[config.mk]
export PLATFORM = sky130hd
export DESIGN_NAME = systolic_seq_ctrl
export DESIGN_NICKNAME = d
export VERILOG_FILES = /design/src/rtl/systolic_seq_ctrl.sv
export SDC_FILE = /design/constraint.sdc
export NUM_CORES = 1
export LEC_CHECK = 0
export ABC_AREA = 1
export BUFFER_PORTS_ARGS = -buffer_cell sky130_fd_sc_hd__buf_2
export CAP_MARGIN = 20
export CELL_PAD_IN_SITES_DETAIL_PLACEMENT = 1
export CELL_PAD_IN_SITES_GLOBAL_PLACEMENT = 2
export CORE_AREA = 2 2 113 115
export DETAILED_ROUTE_END_ITERATION = 7
export DIE_AREA = 0 0 115 117
export MAX_ROUTING_LAYER = met4
export PLACE_DENSITY = 0.88
export SLEW_MARGIN = 15
export SYNTH_ARGS = -nofsm -noshare
export SYNTH_HDL_FRONTEND = slang
export SYNTH_SLANG_ARGS = --single-unit
[constraint.sdc]
create_clock -name clk -period 2.8 [get_ports clk]
set_input_delay 0.42 -clock clk [delete_from_list [all_inputs] [get_ports clk]]
set_output_delay 0.42 -clock clk [all_outputs]
set_load 0.02 [all_outputs]
[src/rtl/systolic_seq_ctrl.sv]
// Sequencer for a ROWS x COLS systolic array: weight load, skewed compute, drain, done pulse.
// Optional busy/stall perf counters are built when SYSTOLIC_CTRL_PERF_EN is defined.
module systolic_seq_ctrl #(
    parameter int ROWS  = 4,
    parameter int COLS  = 4,
    parameter int CNT_W = 16
) (
    input  logic             clk,
    input  logic             rst_n,
    input  logic             start,
    input  logic [CNT_W-1:0] num_vec,
    output logic             busy,
    output logic             done,
    input  logic             w_valid,
    output logic             w_ready,
    input  logic             a_valid,
    output logic             a_ready,
    output logic             pe_w_en,
    output logic             pe_w_compute,
    output logic [ROWS-1:0]  feed_en,
    output logic [COLS-1:0]  out_valid,
    output logic [31:0]      perf_cycles,
    output logic [31:0]      perf_stalls
);
    localparam int BEAT_W = $clog2(ROWS + 1);
    localparam int DRN_W  = $clog2(ROWS + COLS);
    localparam int DLY_N  = ROWS + COLS - 1;

    typedef enum logic [2:0] {
        S_IDLE    = 3'd0,
        S_LOAD_W  = 3'd1,
        S_COMPUTE = 3'd2,
        S_DRAIN   = 3'd3,
        S_DONE    = 3'd4
    } state_t;

    state_t             r_state;
    logic [BEAT_W-1:0]  r_beat;
    logic [CNT_W-1:0]   r_vec;
    logic [CNT_W-1:0]   r_num_vec;
    logic [DRN_W-1:0]   r_drain;
    logic               r_busy;
    logic               r_done;
    logic               r_w_ready;
    logic               r_a_ready;
    logic               r_compute;
    logic [DLY_N-1:0]   r_dly;

    logic               w_w_fire;
    logic               w_a_fire;
    logic [DLY_N:0]     w_tap;

    assign w_w_fire = w_valid & r_w_ready;
    assign w_a_fire = a_valid & r_a_ready;
    // Tap k is a_fire delayed k cycles; a_fire is only ever high in COMPUTE.
    assign w_tap    = {r_dly, w_a_fire};

    assign busy         = r_busy;
    assign done         = r_done;
    assign w_ready      = r_w_ready;
    assign a_ready      = r_a_ready;
    assign pe_w_en      = w_w_fire;
    assign pe_w_compute = r_compute;
    assign feed_en      = w_tap[ROWS-1:0];
    assign out_valid    = w_tap[ROWS+COLS-1:ROWS];

    always_ff @(posedge clk or negedge rst_n) begin
        if (!rst_n) begin
            r_dly <= '0;
        end else begin
            r_dly <= w_tap[DLY_N-1:0];
        end
    end

    always_ff @(posedge clk or negedge rst_n) begin
        if (!rst_n) begin
            r_state   <= S_IDLE;
            r_beat    <= '0;
            r_vec     <= '0;
            r_num_vec <= '0;
            r_drain   <= '0;
            r_busy    <= 1'b0;
            r_done    <= 1'b0;
            r_w_ready <= 1'b0;
            r_a_ready <= 1'b0;
            r_compute <= 1'b0;
        end else begin
            case (r_state)
                S_IDLE: begin
                    if (start) begin
                        r_state   <= S_LOAD_W;
                        r_num_vec <= num_vec;
                        r_beat    <= '0;
                        r_vec     <= '0;
                        r_busy    <= 1'b1;
                        r_w_ready <= 1'b1;
                    end
                end
                S_LOAD_W: begin
                    if (w_w_fire) begin
                        r_beat <= r_beat + BEAT_W'(1);
                        if (r_beat == BEAT_W'(ROWS - 1)) begin
                            r_w_ready <= 1'b0;
                            if (r_num_vec != '0) begin
                                r_state   <= S_COMPUTE;
                                r_a_ready <= 1'b1;
                                r_compute <= 1'b1;
                            end else begin
                                r_state <= S_DONE;
                                r_done  <= 1'b1;
                            end
                        end
                    end
                end
                S_COMPUTE: begin
                    if (w_a_fire) begin
                        r_vec <= r_vec + CNT_W'(1);
                        if (r_vec == r_num_vec - CNT_W'(1)) begin
                            r_state   <= S_DRAIN;
                            r_a_ready <= 1'b0;
                            r_drain   <= DRN_W'(ROWS + COLS - 2);
                        end
                    end
                end
                S_DRAIN: begin
                    // Loaded with ROWS+COLS-2 so the state lasts ROWS+COLS-1 cycles.
                    if (r_drain == '0) begin
                        r_state   <= S_DONE;
                        r_compute <= 1'b0;
                        r_done    <= 1'b1;
                    end else begin
                        r_drain <= r_drain - DRN_W'(1);
                    end
                end
                S_DONE: begin
                    r_state <= S_IDLE;
                    r_done  <= 1'b0;
                    r_busy  <= 1'b0;
                end
                default: begin
                    r_state   <= S_IDLE;
                    r_busy    <= 1'b0;
                    r_done    <= 1'b0;
                    r_w_ready <= 1'b0;
                    r_a_ready <= 1'b0;
                    r_compute <= 1'b0;
                end
            endcase
        end
    end

`ifdef SYSTOLIC_CTRL_PERF_EN
    logic [31:0] r_perf_cycles;
    logic [31:0] r_perf_stalls;

    always_ff @(posedge clk or negedge rst_n) begin
        if (!rst_n) begin
            r_perf_cycles <= '0;
            r_perf_stalls <= '0;
        end else if (r_state == S_IDLE && start) begin
            r_perf_cycles <= '0;
            r_perf_stalls <= '0;
        end else begin
            if (r_busy && r_perf_cycles != '1) begin
                r_perf_cycles <= r_perf_cycles + 32'd1;
            end
            if (r_state == S_COMPUTE && !a_valid && r_perf_stalls != '1) begin
                r_perf_stalls <= r_perf_stalls + 32'd1;
            end
        end
    end

    assign perf_cycles = r_perf_cycles;
    assign perf_stalls = r_perf_stalls;
`else
    assign perf_cycles = '0;
    assign perf_stalls = '0;
`endif

endmodule

==> results.toml <==
[synth]
synthSimpleGateAreaFrac_pct = 26.69
synth.avg_cell_area_sq_um = 7.556
synth-xor-area-share_pct = 4.023
ys_seq_area_share_pct = 38.07
synthAdderAreaFrac_pct = 2.155
synth_top_area_share_pct = 38.07
synth_compound_area_share_pct = 8.190
synthMuxAreaShare_pct = 0
synth.area.top_cells = "dfrtp_1 38%, buf_4 14%, nand2_1 11%, inv_1 5.9%, nand3_1 4.7%"
syn_area_sq_mm = 0.003483
synth_seq_cells = 53
yosysUniqueCellTypes = 32
syn_inst = 461
ys_warn_count = 0
synth_top_area_cell = "dfrtp_1"
synth_top_family_by_area = "simple AND/OR/NAND/NOR gates"

[final_layout]
layout_commonest_cell = "nand2_1"
nets = 529
design_area_sq_mm = 0.003790
layout-drive-gt1-share_pct = 12.92
final_core_utilization_pct = 30.78
syn2layout_area_growth_pct = 8.800
final-instance-count-excl-fill = 653
layout_common_cells = "106 x nand2_1, 64 x conb_1, 55 x inv_1"
n_antenna_cell = 0

[timing]
clock_skew_ns = 0.007340
report.final.slew_viol_count = 0
hold_violations = 0
setup_viol = 0
final.setup.tns_ns = 0
max_freq_mhz = 443.2
max-slew-margin-rel_pct = 62.89
layout_min_cycle_time_ns = 2.256
rsz0062_at_grt = "no"
period_share_pct = 80.58
worst_slew_pin_slew_ns = 0.5509

[drt]
first_iter_violations = 67
remaining_drc_errors = 0
wirelength_mm = 8.205
vias_per_cell = 4.358
wl_per_cell_um = 12.57
ant_nets = 0
drtPass1Iterations = 4
num_vias = 2846

[clocking]
max-clock-path-buffers = 2
htreeDepth = 2
cts-root-buf = "clkbuf_16"
cts_tree = "built"
cts_sinks = 53
cts_buffers = 5
clock_latency_ns = 0.30
clkTransAtPathRegs_ns = 0.08

[placement]
placed_area_sq_mm = 0.003603
dp.cells = 643
place.gp.congestion = 0.8316
portBuffers = 34
dp_hpwl_mm = 6.372

[worst_setup_path]
reg2reg_from = "r_num_vec[0]"
crit_family = "simple AND/OR/NAND/NOR gates"
crit_chain = "inv_1, ha_1, nand2_1, nor2_1, buf_4, nand3_1, nand3_1, nand2_1, nor3_1, nand3_1, nand2_1, nand3_2, nand2_1, o21ai_1"
cp-startpoint = "r_num_vec[0]"
path_common_cell = "nand2_1"
crit_fanout = 11
cp_slowest_cell = "dfrtp_1"
critPathKind = "flip-flop to flip-flop"
slowest_delay_ns = 0.38
cp.required_ns = 2.99
cp-end-kind = "flip-flop"
cp-start-kind = "flip-flop"
crit_buf_inv = 2
arrival_ns = 2.45

[global_routing]
grt_pass1_wl_mm = 13.70
grt-ovfl-total = 0
grt_max_degree = 43
grt_usage_pct = 13.38
grt_pass1_vias = 2895
antenna_found_initial = 0

[floorplan]
io_pins = 99
die_width_um = 115
die_y_um = 117
initial_core_util_pct = 28.29
num_rows = 41
core_sq_mm = 0.01231
dieArea_sq_mm = 0.01346

[outcome]
status = "complete, no violations"

[worst_hold_path]
hold_path_class = "input pin to flip-flop"
hold_start = "num_vec[6]"

[pwr]
leakage_nw = 1.911
powerDensity_mw_per_mm2 = 941.7
ir_worst_vdd_v = 0.0003395

[run]
maxCapViolCount = 0
[synth_stat cells]
master    count
nand2_1     106
buf_4        66
inv_1        55
dfrtp_1      53
nor2_1       34
nand3_1      33
o21ai_0      27
a21oi_1      15
nor3_1        9
xnor2_1       8
xor2_1        8
ha_1          6
nor2_4        5
nand3_2       4
o21ai_1       4
nand3b_1      3
nand4_1       3
nor2_2        3
nor4_1        3
clkbuf_1      2
nand2_2       2
o21a_1        2
a211oi_1      1
a21oi_2       1
a221oi_1      1
a31oi_1       1
buf_1         1
buf_2         1
clkinv_2      1
conb_1        1
o41ai_1       1
or2_2         1
[path summary, 6_finish.rpt]
check,end,slack (ns),cells past startpoint
setup / recovery,r_drain[0],0.54,14
hold / removal,r_num_vec[6],0.32,3
setup reg to reg,r_drain[0],0.54,14
hold reg to reg,r_dly[2],0.37,0
max in group asynchronous,r_dly[6],1.64,4
min in group asynchronous,r_num_vec[2],0.52,2
[kinds of logic after synthesis]
logic type      after synthesis
compound gates               53
xor+xnor                     16
fa+ha+maj                     6
buf+inv                     126
flops                        53
other cells                   1
simple gates                206
[tightest hold or removal path, stage by stage]
cell	delay [ns]
buf_2	0.08
nand2_1	0.04
nand2_1	0.05
[metrics by stage]
step	power [mW]	worst slack (ns)	hold slack (ns)
2_1_floorplan	2.515	0.8811	0.1244
3_3_place_gp	2.850	0.6833	0.3513
3_5_place_dp	2.930	0.5355	0.3602
4_1_cts	3.629	0.5211	0.3168
5_1_grt	3.923	0.1963	0.3322
6_report	3.569	0.5437	0.3245
[power breakdown]
part / total (mW) / switching, mW / internal (mW)
clock network: 0.670 / 0.309 / 0.362
logic: 1.67 / 1.12 / 0.549
registers: 1.23 / 0.218 / 1.01
total: 3.57 / 1.65 / 1.92
[sequential cells by signal (all words and copies together), names as in the netlist]
signal / flops
r_num_vec: 16
r_vec: 16
r_dly: 7
r_beat: 3
r_drain: 3
r_state: 3
a_ready: 1
busy: 1
done: 1
pe_w_compute: 1
w_ready: 1
[metal layers]
layer,vias to the layer above,global-route usage [%],part of all wire (%)
met2,62,23.29,48
met1,1364,15.76,47
met4,0,4.016,1.2
met3,8,2.523,3.6
li1,1412,-,-
met5,-,-,0
[what timing repair did]
item / in CTS / in global routing
hold buffers: 0 / 1
gates resized for setup: 0 / 0
buffers inserted: 0 / 0
endpoints found under the hold margin: 0 / 7
setup endpoints to repair: 0 / 0
[layout make-up]
cell class              instances  area, sq um
fillers                      1549         8522
multi-input cells             345         1670
flip-flops and latches         53         1326
repair buffers                 41        237.7
inverters                      56        211.5
well taps                     150        187.7
clock buffers                   6        138.9
clock inverters                 2        17.52
(Power assumes the default switching activity.)
